## config.mk

```make
export PLATFORM = sky130hd
export DESIGN_NAME = dbc_psc_event_scheduler
export DESIGN_NICKNAME = d
export VERILOG_FILES = /design/src/rtl/dbc_psc_event_scheduler.sv
export SDC_FILE = /design/constraint.sdc
export NUM_CORES = 1
export LEC_CHECK = 0
export ABC_AREA = 1
export BUFFER_PORTS_ARGS = -buffer_cell sky130_fd_sc_hd__buf_2
export CAP_MARGIN = 20
export CORE_MARGIN = 2
export CORE_UTILIZATION = 40
export CTS_BUF_LIST = sky130_fd_sc_hd__clkbuf_8
export DETAILED_ROUTE_END_ITERATION = 8
export GPL_ROUTABILITY_DRIVEN = 0
export GPL_TIMING_DRIVEN = 1
export SYNTH_ARGS = -nofsm -noshare
export SYNTH_HDL_FRONTEND = slang
export SYNTH_SLANG_ARGS = --single-unit
```

## constraint.sdc

```tcl
create_clock -name clock -period 1.4 [get_ports clock]
set_input_delay 0.21 -clock clock [delete_from_list [all_inputs] [get_ports clock]]
set_output_delay 0.21 -clock clock [all_outputs]
set_load 0.01 [all_outputs]
```

## src/rtl/dbc_psc_event_scheduler.sv

```systemverilog
// dbc_psc_event_scheduler: latches DbC port change pulses into RW1C bits and posts one
// coalesced Port Status Change Event per change episode over valid/ready.
module dbc_psc_event_scheduler #(
  parameter int HOLDOFF = 4
) (
  input  logic       clock,
  input  logic       reset_n,
  input  logic       DCE,
  input  logic       csc_set,
  input  logic       prc_set,
  input  logic       plc_set,
  input  logic       cec_set,
  input  logic       rw1c_wr,
  input  logic [3:0] rw1c_data,
  output logic       CSC,
  output logic       PRC,
  output logic       PLC,
  output logic       CEC,
  output logic       evt_valid,
  input  logic       evt_ready,
  output logic [3:0] evt_status,
  output logic [7:0] evt_cnt,
  output logic       busy
);
  typedef enum logic [1:0] {IDLE, HOLD, POST, WAIT_CLR} state_t;
  state_t     r_state, w_state_nxt;
  logic [3:0] r_bits, w_bits_nxt;
  logic [3:0] r_hold, w_hold_nxt;
  logic [3:0] r_status, w_status_nxt;
  logic [7:0] r_cnt, w_cnt_nxt;
  always_comb begin
    w_bits_nxt   = DCE ? ({cec_set, plc_set, prc_set, csc_set} | (r_bits & ~(rw1c_wr ? rw1c_data : 4'b0))) : 4'b0;
    w_state_nxt  = r_state;
    w_hold_nxt   = r_hold;
    w_status_nxt = r_status;
    w_cnt_nxt    = r_cnt;
    case (r_state)
      IDLE: if (|r_bits) begin
        w_state_nxt = HOLD;
        w_hold_nxt  = 4'(HOLDOFF - 1);
      end
      HOLD: if (r_bits == 4'b0) w_state_nxt = IDLE;
        else if (r_hold == 4'b0) begin
          w_state_nxt  = POST;
          w_status_nxt = r_bits;
        end else w_hold_nxt = r_hold - 4'd1;
      POST: if (evt_ready) begin
        w_state_nxt = WAIT_CLR;
        w_cnt_nxt   = r_cnt + 8'd1;
      end
      WAIT_CLR: if (r_bits == 4'b0) w_state_nxt = IDLE;
      default: w_state_nxt = IDLE;
    endcase
    // disabling drops any pending or in-flight event without counting it
    if (!DCE) begin
      w_state_nxt = IDLE;
      w_cnt_nxt   = r_cnt;
    end
  end
  always_ff @(posedge clock or negedge reset_n) begin
    if (!reset_n) begin
      r_state  <= IDLE;
      r_bits   <= 4'b0;
      r_hold   <= 4'b0;
      r_status <= 4'b0;
      r_cnt    <= 8'b0;
    end else begin
      r_state  <= w_state_nxt;
      r_bits   <= w_bits_nxt;
      r_hold   <= w_hold_nxt;
      r_status <= w_status_nxt;
      r_cnt    <= w_cnt_nxt;
    end
  end
  assign {CEC, PLC, PRC, CSC} = r_bits;
  assign evt_valid  = (r_state == POST);
  assign evt_status = r_status;
  assign evt_cnt    = r_cnt;
  assign busy       = (r_state != IDLE);
endmodule

```

==> summary.md <==
| Metric | Value |
|---|---|
| Pre-CTS setup slack | `approximately 0.012 ns` |
| Worst hold-check slack | `~0.17 ns` |
| Global Route Usage Sum | `between 10% and 20%` |
| End of the critical path | `r_state[1]` |
| Outcome | `finished clean` |
| Total grt overflow | `0` |
| Final #Nets | `approximately 190` |
| Fill count | `about 270` |
| Die height | `57.0 um` |
| Final Worst Setup Slack | `0.129 ns` |
| Setup TNS | `0 ns` |
| Drt wl/cell | `roughly 11 um` |
| Fmax | `0.787 GHz` |
| Hold WC Path Type | `in -> reg` |
| Most frequent cells in the layout | `nand2_1 (40), buf_2 (30), dfrtp_1 (22)` |
| Number of routed nets with antenna violations | `0` |
| Worst R2R Start | `r_hold[0]` |
| Largest net degree at the start of global routing | `23` |
| Design area | `~1400 um^2` |
| Minimum clock period | `between 1 and 1.5 ns` |
| R2r setup slk | `around 0.13 ns` |
| Syn_nets | `around 150` |
| TritonCTS clock tree | `yes` |
| Routed Wire Length | `2.14 mm` |
| CTS Buf Count | `3` |
| Final worst path period share | `90.8%` |
| Cell Rows | `19` |
| Die X | `roughly 57 um` |
| Vias in the first global route | `a little under 900` |
| Distinct cells, synth | `21` |
| Synth warn | `0` |
| # port buffers | `30` |
| Worst-path fanout max | `5` |
| Synthesized area | `approximately 1100 um^2` |
| Hold depth | `3` |
| Max-cap violation count | `0` |
| Core Region | `approximately 2700 um^2` |
| DR pass1 iterations | `4` |
| Clock-pin slew on the worst setup and hold paths | `approximately 0.070 ns` |
| CTS root buf | `clkbuf_8` |
| Nature of the critical path endpoint | `flop` |
| Crit path arrival time | `between 1 and 1.5 ns` |
| DP Cell Count | `197` |
| First-pass GRT wire length | `between 3 and 4 mm` |
| Syn Inst Count | `roughly 140` |
| Peak supply drop | `roughly 0.96 mV` |
| Clock Latency Late Sink | `between 0.2 and 0.3 ns` |
| #FFs+latches synth | `22` |
| H-tree lvl count | `1` |
| Worst R2R Path Depth | `8` |
| Worst-Margin Slew | `a little under 0.5 ns` |
| P per Cell Area | `around 1600 nW/um^2` |
| Max-slew violation count | `0` |
| Avg Cell Area, Syn | `roughly 8.2 um^2` |
| Area growth from synthesis to layout | `22.3%` |
| First DRT Iteration DRCs | `45` |
| Max Root-Sink Buffers | `2` |
| P_leak | `roughly 0.77 nW` |
| WS Path Type | `reg -> reg` |
| Worst path required time | `1.59 ns` |
| Final setup vio count | `0` |
| Count of final hold-check violations | `0` |
| RR Endpoint | `r_state[1]` |
| Layout cells sized above 1 | `about 28%` |
| Die area | `roughly 3200 um^2` |
| Worst Setup Start Kind | `flop` |
| Vias | `between 900 and 1000` |
| Diode count | `0` |
| Placed Area | `1310 um^2` |
| Vias per inst | `4.80` |
| Seq/Total Area, Yosys | `about half` |
| RSZ-0062 raised after global routing | `false` |
| Worst slew margin | `~68%` |
| Clk_skew | `approximately 0.0033 ns` |
| Initial antenna violation count | `0` |
| Layout Cells excl Fill | `roughly 200` |
| Post-CTS setup buffer count | `0` |
| Most common library cell in the layout ignoring fill and taps | `nand2_1` |
| Detailed placer's ending HPWL | `1.69 mm` |
| CP Launch Point | `r_hold[0]` |
| Io pins | `31` |
| Initial Utilization | `about 41%` |
| CTS sink cnt | `22` |
| Detailed-route DRC error count | `0` |
worst min-delay path by stage:
| stage | from | endpoint | slack, ns |
|---|---|---|---|
| after global routing | plc_set | r_bits[2] | 0.18 |
| after floorplan | reset_n | evt_cnt[0] | -0.09 |
| after detailed placement | reset_n | evt_cnt[7] | 0.20 |
| after global placement | reset_n | evt_cnt[7] | 0.20 |
| after CTS | csc_set | r_bits[0] | 0.17 |
| final | csc_set | r_bits[0] | 0.17 |
synthesized netlist by cell type, drive strengths merged:
| cell type | n | area share [%] |
|---|---|---|
| a21oi | 5 | 2.2 |
| buf | 1 | 0.45 |
| dfrtp | 22 | 49 |
| ha | 3 | 3.3 |
| inv | 13 | 4.3 |
| nand2 | 42 | 14 |
| nand3 | 12 | 5.8 |
| nand4 | 1 | 0.56 |
| nor2 | 23 | 11 |
| nor3 | 1 | 0.45 |
| o21ai | 4 | 1.8 |
| o31ai | 1 | 0.67 |
| or2 | 2 | 1.1 |
| xnor2 | 1 | 0.78 |
| xor2 | 6 | 4.7 |
cells by family (layout without fill, tap and decap cells):
group / after synthesis / after routing / share of synthesized area (%)
AO/OA/AOI/OAI: 10 / 10 / 4.68
XOR/XNOR: 7 / 7 / 5.46
adder cells (fa/ha/maj): 3 / 3 / 3.34
buffers and inverters: 14 / 47 / 4.79
flip-flops: 22 / 22 / 49.1
AND/OR/NAND/NOR: 81 / 81 / 32.7
power breakdown:
group	leakage, nW	total [W]	internal [W]	switching (W)
Combinational	0.462	0.000869	0.000339	0.000529
Sequential	0.281	0.000963	0.000810	0.000153
Clock	0.0216	0.000370	0.000191	0.000179
area by class of cell:
type | count | area, um^2 | area share (%)
Clock buffer | 3 | 41.3 | 3.01
Tap cell | 31 | 38.8 | 2.83
Sequential cell | 22 | 551 | 40.1
Inverter | 13 | 48.8 | 3.56
Multi-Input combinational cell | 101 | 533 | 38.8
Timing Repair Buffer | 31 | 160 | 11.7
state kept, by name, indices dropped and copies added, names as in the netlist:
register    flops
evt_cnt         8
evt_status      4
r_bits          4
r_hold          4
r_state         2
per-layer routing:
metal | global-route usage [%] | wire length [um]
met5 | 0 | 0
met4 | 5.32 | 13
met3 | 2.27 | 141
met2 | 23.6 | 1040
met1 | 17.6 | 935
worst max-delay path, cell delays in order (launching register included):
cell	delay [ns]
dfrtp_1	0.37
inv_1	0.13
ha_1	0.19
nand2_2	0.10
nand2_1	0.07
nor2_1	0.04
nor2_1	0.13
nand3_1	0.09
nand2_1	0.08
repair_timing:
action                                  in CTS  in global routing
hold endpoints to repair                    22                  0
endpoints found under the setup margin       0                  8
gates resized for setup                      0                  4
hold buffers                                 1                  0
metrics by stage:
step | power [W] | util [%]
5_1_grt | 0.00238 | 50.6
4_1_cts | 0.00219 | 50.1
6_report | 0.00220 | 50.6
2_1_floorplan | 0.00154 | -
3_3_place_gp | 0.00178 | 48.2
3_5_place_dp | 0.00181 | 48.2
No activity file was read; power rests on OpenSTA's default activity.
